==> src/rtl/sipo_pkg.sv <==
// rtl/sipo_pkg.sv - shared constants, phase encoding and counter-width helper for sipo_rx
package sipo_pkg;

  localparam int WIDTH_DEF = 8;

  function automatic int cnt_width(input int width);
    return $clog2(width + 1);
  endfunction

  localparam int CNT_W = cnt_width(WIDTH_DEF);

  typedef enum logic [1:0] {
    PH_IDLE   = 2'd0,
    PH_SHIFT  = 2'd1,
    PH_PARITY = 2'd2
  } phase_t;

endpackage

==> src/rtl/sipo_shift_core.sv <==
// rtl/sipo_shift_core.sv - shift register with direction mux; SIPO_RX_PARITY_EN selects which value forms the word
module sipo_shift_core
  import sipo_pkg::*;
#(
  parameter int WIDTH     = WIDTH_DEF,
  parameter bit MSB_FIRST = 1'b1
) (
  input  logic             clk,
  input  logic             reset,
  input  logic             shift,
  input  logic             serial_in,
  output logic [WIDTH-1:0] word
);

  logic [WIDTH-1:0] shreg;
  logic [WIDTH-1:0] shreg_next;

  generate
    if (MSB_FIRST) begin : g_msb
      assign shreg_next = {shreg[WIDTH-2:0], serial_in};
    end else begin : g_lsb
      assign shreg_next = {serial_in, shreg[WIDTH-1:1]};
    end
  endgenerate

  // With parity the data is complete before the parity bit arrives, so the
  // word is the held register; otherwise it includes the bit being sampled.
`ifdef SIPO_RX_PARITY_EN
  assign word = shreg;
`else
  assign word = shreg_next;
`endif

  always_ff @(posedge clk or negedge reset) begin
    if (!reset) begin
      shreg <= '0;
    end else if (shift) begin
      shreg <= shreg_next;
    end
  end

endmodule

==> src/rtl/sipo_rx.sv <==
// rtl/sipo_rx.sv - serial-in/parallel-out receiver with valid/ready output; optional parity via SIPO_RX_PARITY_EN
module sipo_rx
  import sipo_pkg::*;
#(
  parameter int WIDTH     = WIDTH_DEF,
  parameter bit MSB_FIRST = 1'b1
) (
  input  logic             clk,
  input  logic             reset,
  input  logic             serial_in,
  input  logic             serial_en,
  input  logic             clear,
  input  logic             out_ready,
  output logic [WIDTH-1:0] parallel_out,
  output logic             out_valid,
  output logic             overrun,
  output logic             parity_err
);

  localparam int CW = cnt_width(WIDTH);
`ifdef SIPO_RX_PARITY_EN
  localparam int LAST = WIDTH;
`else
  localparam int LAST = WIDTH - 1;
`endif

  logic [CW-1:0]    bit_cnt;
  phase_t           phase;
  logic             strobe;
  logic             frame_end;
  logic             shift;
  logic             word_par;
  logic [WIDTH-1:0] word;

  always_comb begin
    phase = PH_SHIFT;
    if (bit_cnt == '0) begin
      phase = PH_IDLE;
    end else if (bit_cnt == CW'(WIDTH)) begin
      phase = PH_PARITY;
    end
  end

  assign strobe    = serial_en & ~clear;
  assign frame_end = strobe & (bit_cnt == CW'(LAST));
  assign shift     = strobe & (phase != PH_PARITY);

`ifdef SIPO_RX_PARITY_EN
  assign word_par = (^word) ^ serial_in;
`else
  assign word_par = 1'b0;
`endif

  sipo_shift_core #(
    .WIDTH    (WIDTH),
    .MSB_FIRST(MSB_FIRST)
  ) u_core (
    .clk      (clk),
    .reset    (reset),
    .shift    (shift),
    .serial_in(serial_in),
    .word     (word)
  );

  always_ff @(posedge clk or negedge reset) begin
    if (!reset) begin
      bit_cnt      <= '0;
      parallel_out <= '0;
      out_valid    <= 1'b0;
      overrun      <= 1'b0;
      parity_err   <= 1'b0;
    end else begin
      if (clear) begin
        bit_cnt <= '0;
        overrun <= 1'b0;
      end else if (strobe) begin
        bit_cnt <= frame_end ? '0 : bit_cnt + 1'b1;
      end

      // A completing word may replace one being consumed on the same edge.
      if (frame_end) begin
        if (!out_valid || out_ready) begin
          parallel_out <= word;
          parity_err   <= word_par;
          out_valid    <= 1'b1;
        end else begin
          overrun <= 1'b1;
        end
      end else if (out_valid && out_ready) begin
        out_valid <= 1'b0;
      end
    end
  end

endmodule
==> config.mk <==
export PLATFORM = sky130hd
export DESIGN_NAME = sipo_rx
export DESIGN_NICKNAME = d
export VERILOG_FILES = /design/src/rtl/sipo_pkg.sv /design/src/rtl/sipo_shift_core.sv /design/src/rtl/sipo_rx.sv
export SDC_FILE = /design/constraint.sdc
export NUM_CORES = 1
export LEC_CHECK = 0
export ABC_AREA = 1
export CORE_MARGIN = 2
export CORE_UTILIZATION = 35
export DETAILED_ROUTE_END_ITERATION = 7
export PLACE_DENSITY = 0.59
export SYNTH_ARGS = -nofsm -noshare
export SYNTH_HDL_FRONTEND = slang
export SYNTH_HIERARCHICAL = 1
export SYNTH_SLANG_ARGS = --single-unit
==> constraint.sdc <==
create_clock -name clk -period 1.35 [get_ports clk]
set_clock_uncertainty 0.15 [all_clocks]
set_input_delay 0.27 -clock clk [delete_from_list [all_inputs] [get_ports clk]]
set_output_delay 0.27 -clock clk [all_outputs]
set_load 0.02 [all_outputs]
-- After elaboration in Yosys (flattened, before gate mapping)
Cells that the tools add are included.
- word-level logic and storage cells: 33
- input port bits: 6
- output and inout bits: 11
- register bits after elaboration: 21
- ROM bits: 0
- latch bits: 0
- memories kept: 0
- bits in writable memories: 0
- div/mod/pow operators: 0
- muxes and demuxes: 11
- add/subtract/negate cells: 1
- order comparisons: 0
- multiply operators: 0
- reduce and logical (&&, ||, !) cells: 8
- bitwise operators: 4
- shift operators: 0
- eq/ne operators: 4
- operators by type and width (operator ; number):
    $mux 4 ; 3
    $mux 1 ; 6
    $add 4x1->4 const B ; 1
    $eq 4x3->1 const B ; 1
    $eq 4x4->1 const B ; 1
    $logic_not 4->1 ; 1
    $mux 2 ; 2
    $reduce_and 2->1 ; 2
    $reduce_bool 2->1 ; 2
    $and 1x1->1 ; 3
    $ne 2x1->1 const B ; 1
    $ne 2x2->1 const B ; 1
    $logic_and 1x1->1 ; 1
    $logic_not 1->1 ; 1
    $logic_or 1x1->1 ; 1
    $not 1->1 ; 1

-- Logic depth before layout (Yosys ltp)
Gate-level depths: netlist of run 1.
- depth after elaboration: 6
- depth in mapped cells: 10
- gate-level depth less buffers: 8

-- Cells and area by module
The synthesis of run 1 kept the hierarchy.
- modules (own cells, without submodules) (module ; times used ; area an instance (um^2) ; cells each):
    sipo_rx ; 1 ; 695.7 ; 79
    sipo_shift_core ; 1 ; 276.5 ; 31

-- Worst setup path after synthesis of run 1
No wires, ideal clock.
- path kind: input-to-reg
- start point: input clear
- end point: register u_core.shreg[4]
- setup time: 116 ps
- data required time: 1084 ps
- data arrival time: 1034 ps
- stages: 10
- path slack: 50 ps
- cell sequence: inv_1 -> nand2_2 -> inv_1 -> buf_6 -> nand2_1 -> inv_1 -> buf_6 -> inv_2 -> nand2_1 -> nand2_1
- longest elaborated chain between the ends: 3
- RTL lines (what ; RTL line ; source):
    start, declared ; sipo_rx.sv:12 ; input logic clear,
    $not 1->1 ; sipo_rx.sv:44 ; assign strobe = serial_en & ~clear;
    $and 1x1->1 ; sipo_rx.sv:44 ;
    $and 1x1->1 ; sipo_rx.sv:46 ; assign shift = strobe & (phase != PH_PARITY);
    via shift ; sipo_rx.sv:31 ; logic shift;
    end signal, assigned ; sipo_shift_core.sv:38 ; shreg <= shreg_next;
    end, declared ; sipo_shift_core.sv:15 ; logic [WIDTH-1:0] shreg;
The timed path passes the listed nets, and every way through them passes these cells.
A chain may end at the register's enable or synchronous reset.

-- Worst setup path in the final report of run 1
- start point: register bit_cnt[0]
- end point: register overrun
- longest elaborated chain between the ends: 3
- RTL lines (what ; RTL line ; source):
    start, declared ; sipo_rx.sv:27 ; logic [CW-1:0] bit_cnt;
    start signal, assigned ; sipo_rx.sv:77 ; bit_cnt <= frame_end ? '0 : bit_cnt + 1'b1;
    $eq 4x3->1 ; sipo_rx.sv:45 ; assign frame_end = strobe & (bit_cnt == CW'(LAST));
    $and 1x1->1 ; sipo_rx.sv:45 ;
    $mux 1 ; sipo_rx.sv:81 ; if (frame_end) begin
    end signal, assigned ; sipo_rx.sv:70 ; overrun <= 1'b0;
    end signal, assigned ; sipo_rx.sv:75 ; overrun <= 1'b0;
    end signal, assigned ; sipo_rx.sv:87 ; overrun <= 1'b1;
    end, declared ; sipo_rx.sv:16 ; output logic overrun,
No other way between the ends.

==> results.ini, run 1 <==
[power_and_ir_drop]
p_seq_frac = 0.615
power.density_nw_per_um2 = 945
internal_power_mw = 0.851
sw_frac_of_total = 0.262
comb_power_share = 0.124
leakage_nw = 0.674
ir_worst_vdd_uv = 584
p_sw_mw = 0.302
pwr-share-clk = 0.260

[global_route]
antenna_found_initial = 0
grt_pass1_wl_mm = 3.39
grt-ovfl-total = 0
grt_max_degree = 22
grt_usage = 0.136
grt_pass1_vias = 767

[die]
fp-row-count = 19
fp.dieH_um = 56.7
ios = 17
die_area_um2 = 3220
core_region_area_um2 = 2690
fp.dieW_um = 56.7
initial_core_util = 0.362

[setup_path]
cpPeakStageDelay_ns = 0.41
cp-start-kind = register
slowest_stage = dfrtp_1
path_cells = ha_2 -> nand2_2 -> nor2_4 -> buf_4 -> nand2_1 -> o21ai_0
worstPathArrival_ns = 1.46
worstPathMaxFanout = 3
crit_required_ns = 1.43
cp-end-kind = register
path_class = reg -> reg

[final_layout]
drive_gt1_frac = 0.309
areaGrowthSynthToFinish_pct = 25.5
final_common_cell = nand2_1
final_cell_mix = nand2_1, dfrtp_1, buf_4
finalNonFillerCells = 167
fin_util = 0.454
n_antenna_cell = 0
layout.nets = 145

[sta]
period_share = 1.02
fmax_ghz = 0.725
setup_ws_ns = -0.0293
drv_slew = 0
hold_viol_final = 0
rsz0062_at_grt = true
hold_slack_ns = 0.141
tns_ns = -0.0435
setup_viol = 5
min_period_ns = 1.38

[synthesis]
synth_top_cell_by_area = dfrtp_1
ys_top_cells_by_area = dfrtp_1, nand2_1, nand4_1
synth.avg_cell_area_um2 = 8.84
synth_top_area_frac = 0.541
synth-seq-cells = 21
ys_warn_count = 6
synthDistinctLibCells = 17
syn_nets = 118
yosysSeqAreaShare = 0.541
syn_inst = 110
netlist_area_um2 = 972

[placement]
dp.cells = 163
dpl.hpwl_mm = 1.39
io_buffers = 15
gp_congestion = 0.716

[detailed_routing]
drt_iter0_drc = 23
via_count = 763
viasPerCell = 4.57
antenna_left = 0
drt_wl_total_mm = 1.89
drc_errors = 0
route.detailed.wl_per_inst_um = 11.3
dr.pass1.iters = 4

[clock_network]
clk_latency_ns = 0.30
clkTransAtPathRegs_ns = 0.12
cts_tree = done
numCtsBuffers = 3
htreeDepth = 1
cts_root_buffer = clkbuf_4
cts.sinks = 21
cts_buffer_depth = 2

[flow_run]
max-cap-violations = 0

[status]
status = finished with violations
violations = negative setup slack

[worst_hold_path]
hp-class = in -> async

-- synthesized netlist by cell type (all sizes together) --
| master | count |
|---|---|
| nand2 | 49 |
| dfrtp | 21 |
| inv | 10 |
| nand4 | 9 |
| buf | 6 |
| nand3 | 5 |
| ha | 2 |
| nor2 | 2 |
| o21ai | 2 |
| o22ai | 2 |
| conb | 1 |
| xnor2 | 1 |
-- timing repair --
item | 4_1_cts | 5_1_grt
setup endpoints to repair | 17 | 19
resized for setup | 47 | 5
hold buffers | 0 | 0
setup buffers | 1 | 0
pin swaps | 2 | 0
-- power groups by stage --
stage	Sequential (mW)	Clock [mW]	Combinational, mW
global route	0.716	0.345	0.163
global placement	0.719	0	0.133
CTS	0.708	0.315	0.141
detailed placement	0.720	0	0.138
finish	0.709	0.300	0.143
floorplan	0.712	0	0.0740
-- state kept, by name, summed over array words and instances (netlist names) --
name          count
bit_cnt           4
out_valid         1
overrun           1
parallel_out      8
u_core/shreg      7
-- critical path, delay by kind of cell (launching register included) --
kind | cells | cell delay (ns)
flops | 1 | 0.41
buf+inv | 1 | 0.15
simple gates | 3 | 0.26
compound gates | 1 | 0.13
fa+ha+maj | 1 | 0.21
-- metrics by stage --
step | setup WS, ns | power [mW] | cell area [µm²]
final | -0.0293 | 1.15 | 1220
after global routing | -0.101 | 1.22 | 1220
after CTS | -0.0233 | 1.16 | 1210
after detailed placement | -0.243 | 0.857 | 1210
after global placement | -0.239 | 0.852 | 1210
after floorplan | 0.0499 | 0.786 | 972
-- layout make-up --
type | instances | area (µm²)
clock inverters | 1 | 5.00
clock buffers | 3 | 22.5
flip-flops and latches | 21 | 526
well taps | 31 | 38.8
fillers | 275 | 1470
inverters | 10 | 42.5
repair buffers | 28 | 210
multi-input cells | 73 | 375
-- cells by family (layout without fill, tap and decap cells) --
logic type	count (synthesis)	after routing	synth area share
flip-flops	21	21	0.541
XOR/XNOR	1	1	0.00901
adder cells (fa/ha/maj)	2	2	0.0257
buffers and inverters	16	42	0.0965
AND/OR/NAND/NOR	65	65	0.301
AO/OA/AOI/OAI	4	4	0.0232
other	1	1	0.00386
-- final timing paths --
kind                                              from                          end  slack (ns)  depth (start not counted)
max                             bit_cnt[0]$_DFFE_PN0P_            overrun$_DFF_PN0_       -0.03                          6
min                                              reset       bit_cnt[1]$_DFFE_PN0P_        0.14                          2
max reg2reg                     bit_cnt[0]$_DFFE_PN0P_            overrun$_DFF_PN0_       -0.03                          6
min in group clk           parallel_out[3]$_DFFE_PN0P_  parallel_out[3]$_DFFE_PN0P_        0.33                          2
min reg2reg                parallel_out[3]$_DFFE_PN0P_  parallel_out[3]$_DFFE_PN0P_        0.33                          2
max in group asynchronous                        reset       bit_cnt[0]$_DFFE_PN0P_        0.77                          2
-- per-layer routing --
layer	global-route usage	up-vias	wire length, µm
met3	0.0276	2	51
met5	0	-	0
met2	0.199	13	869
met4	0.0714	0	38
met1	0.189	352	934
li1	-	396	-
No activity file was read; power rests on OpenSTA's default activity.
==> run 2, diff against run 1 <==
--- a/config.mk
+++ b/config.mk
@@ -8,6 +8,7 @@
 export ABC_AREA = 1
 export CORE_MARGIN = 2
 export CORE_UTILIZATION = 35
+export CTS_CLUSTER_DIAMETER = 50
 export DETAILED_ROUTE_END_ITERATION = 7
 export PLACE_DENSITY = 0.59
 export SYNTH_ARGS = -nofsm -noshare
==> results of run 2 <==
Final layout, timing and power as in run 1 (identical DEF).
==> run 3, diff against run 2 <==
--- a/config.mk
+++ b/config.mk
@@ -6,7 +6,6 @@
 export NUM_CORES = 1
 export LEC_CHECK = 0
 export ABC_AREA = 1
-export CORE_MARGIN = 2
 export CORE_UTILIZATION = 35
 export CTS_CLUSTER_DIAMETER = 50
 export DETAILED_ROUTE_END_ITERATION = 7
==> results.ini, run 3 (synthesis results as in run 1) <==
[power_and_ir_drop]
pwr-share-clk = 0.260  ; about the same
p_seq_frac = 0.600  ; -0.015
internal_power_mw = 0.863  ; +1.5%
ir_worst_vdd_uv = 545  ; -6.7%
power.density_nw_per_um2 = 935  ; -0.99%
p_sw_mw = 0.326  ; +7.9%
sw_frac_of_total = 0.274  ; +0.0120
comb_power_share = 0.140  ; +0.016
leakage_nw = 0.692  ; +2.7%

[placement]
gp_congestion = 0.780  ; +8.9%
io_buffers = 15  ; unchanged
post_dp_cell_area_um2 = 1210  ; -0.72%
dp.cells = 161  ; -1.2%
dpl.hpwl_mm = 1.44  ; +3.6%

[sta]
hold_viol_final = 0  ; unchanged
min_period_ns = 1.39  ; +0.0113 ns
setup_ws_ns = -0.0406  ; -0.0113 ns
tns_ns = -0.307  ; -0.264 ns
fmax_ghz = 0.719  ; -0.81%
drv_slew = 0  ; unchanged
rsz0062_at_grt = true
setup_viol = 10  ; +5
period_share = 1.03  ; +0.00838

[global_route]
grt_pass1_vias = 758  ; -1.2%
antenna_found_initial = 0  ; unchanged
grt_pass1_wl_mm = 3.29  ; -2.8%
grt-ovfl-total = 0  ; unchanged
grt_usage = 0.160  ; +0.0234
grt_max_degree = 22  ; unchanged

[status]
violations = negative setup slack
status = finished with violations

[final_layout]
fin_util = 0.500  ; +0.0454
final_cell_mix = nand2_1, dfrtp_1, nand2_2, buf_4
final_cell_area_um2 = 1270  ; +4.2%
areaGrowthSynthToFinish_pct = 30.8
final_common_cell = nand2_1
regMostFlops = parallel_out
drive_gt1_frac = 0.370  ; +0.0607
finalNonFillerCells = 168  ; +0.60%
largest_reg_flops = 8  ; unchanged
largestRegisters = parallel_out: 8 flops, u_core/shreg: 7 flops, bit_cnt: 4 flops
nFillCells = 250  ; -9.1%
layout.nets = 147  ; +1.4%
n_antenna_cell = 0  ; unchanged

[clock_network]
numCtsBuffers = 3  ; unchanged
cts_root_buffer = clkbuf_4
clk_latency_ns = 0.31  ; about the same
clkTransAtPathRegs_ns = 0.12  ; about the same
cts_buffer_depth = 2  ; unchanged
cts_hold_buf = 0  ; unchanged
cts.sinks = 21  ; unchanged
cts_tree = done
htreeDepth = 1  ; unchanged

[setup_path]
crit_required_ns = 1.42  ; about the same
worstPathArrival_ns = 1.46  ; about the same
worstPathMaxFanout = 8  ; +5
cp-end-kind = register
cp-start-kind = register
path_class = reg -> reg

[die]
fp.dieH_um = 54.7  ; -3.5%
ios = 17  ; unchanged
fp-row-count = 18  ; -1
initial_core_util = 0.382  ; +0.0201
core_region_area_um2 = 2540  ; -5.3%
fp.dieW_um = 54.7  ; -3.5%
die_area_um2 = 2990  ; -6.9%

[detailed_routing]
via_count = 799  ; +4.7%
antenna_left = 0  ; unchanged
drt_wl_total_mm = 2.12  ; +12%
route.detailed.wl_per_inst_um = 12.6  ; +11%
dr.pass1.iters = 4  ; unchanged
drt_iter0_drc = 17  ; -26%
drc_errors = 0  ; unchanged
viasPerCell = 4.76  ; +4.1%

[flow_run]
max-cap-violations = 0  ; unchanged

[worst_hold_path]
hp-class = in -> async

run 3: cell types whose count changed in the layout (fill, tap and decap cells not counted):
cell / previous run / this run
buf_6: 0 / 3
o21ai_2: 0 / 1
o21ai_0: 2 / 1
inv_2: 2 / 4
nand2_1: 43 / 37
ha_4: 0 / 1
inv_4: 2 / 0
buf_2: 10 / 9
nand2_2: 6 / 12
ha_2: 2 / 1
run 3: cell type report:
| type | count | area [µm²] | area share |
|---|---|---|---|
| clock buffer | 3 | 22.5 | 0.0177 |
| multi-input combinational | 73 | 404 | 0.318 |
| inverter | 10 | 37.5 | 0.0295 |
| clock inverter | 1 | 5.00 | 0.00394 |
| timing repair buffer | 30 | 239 | 0.188 |
| sequential | 21 | 526 | 0.413 |
| tap | 30 | 37.5 | 0.0295 |
run 3: worst max-delay path, cell delays in order (launching register included):
cell and delay, ns:
dfrtp_1 0.41, ha_2 0.22, nand2_2 0.07, nor2_4 0.15, nand3_4 0.15, nand2_1 0.10
nand2_1 0.05
run 3: path summary, 6_finish.rpt:
check | start | end | slack (ns) | cells after the start
worst max-delay path | bit_cnt[0]$_DFFE_PN0P_ | parallel_out[6]$_DFFE_PN0P_ | -0.04 | 6
worst min-delay path | reset | u_core/shreg[3]$_DFFE_PN0P_ | 0.13 | 2
worst max register to register | bit_cnt[0]$_DFFE_PN0P_ | parallel_out[6]$_DFFE_PN0P_ | -0.04 | 6
worst min register to register | parallel_out[3]$_DFFE_PN0P_ | parallel_out[3]$_DFFE_PN0P_ | 0.33 | 2
max in group asynchronous | reset | parallel_out[2]$_DFFE_PN0P_ | 0.78 | 2
min in group clk | parallel_out[3]$_DFFE_PN0P_ | parallel_out[3]$_DFFE_PN0P_ | 0.33 | 2
run 3: metal layers:
metal  global-route usage  up-vias  share of wire
met5                    0        -              0
met4               0.0769        0          0.024
met3               0.0250        6          0.042
met2                0.249       21           0.46
met1                0.213      369           0.47
li1                     -      403              -
run 3: per-stage QoR:
| step | power [mW] | hold WS, ns | setup slack [ns] |
|---|---|---|---|
| floorplan | 0.786 | -0.176 | 0.0499 |
| global placement | 0.852 | 0.305 | -0.219 |
| detailed placement | 0.857 | 0.308 | -0.232 |
| CTS | 1.16 | 0.133 | -0.0231 |
| global route | 1.27 | 0.134 | -0.106 |
| finish | 1.19 | 0.130 | -0.0406 |
run 3: what timing repair did:
action                     4_1_cts  5_1_grt
gates resized for setup         41       22
setup endpoints to repair       18       19
pin swaps                        0        3
setup buffers                    0        3
run 3: power by group through the flow:
stage / sequential [mW] / clock [mW] / combinational, mW
after floorplan: 0.712 / 0 / 0.0740
after global placement: 0.719 / 0 / 0.133
after detailed placement: 0.719 / 0 / 0.138
after CTS: 0.707 / 0.319 / 0.138
after global routing: 0.721 / 0.359 / 0.187
final: 0.714 / 0.310 / 0.166
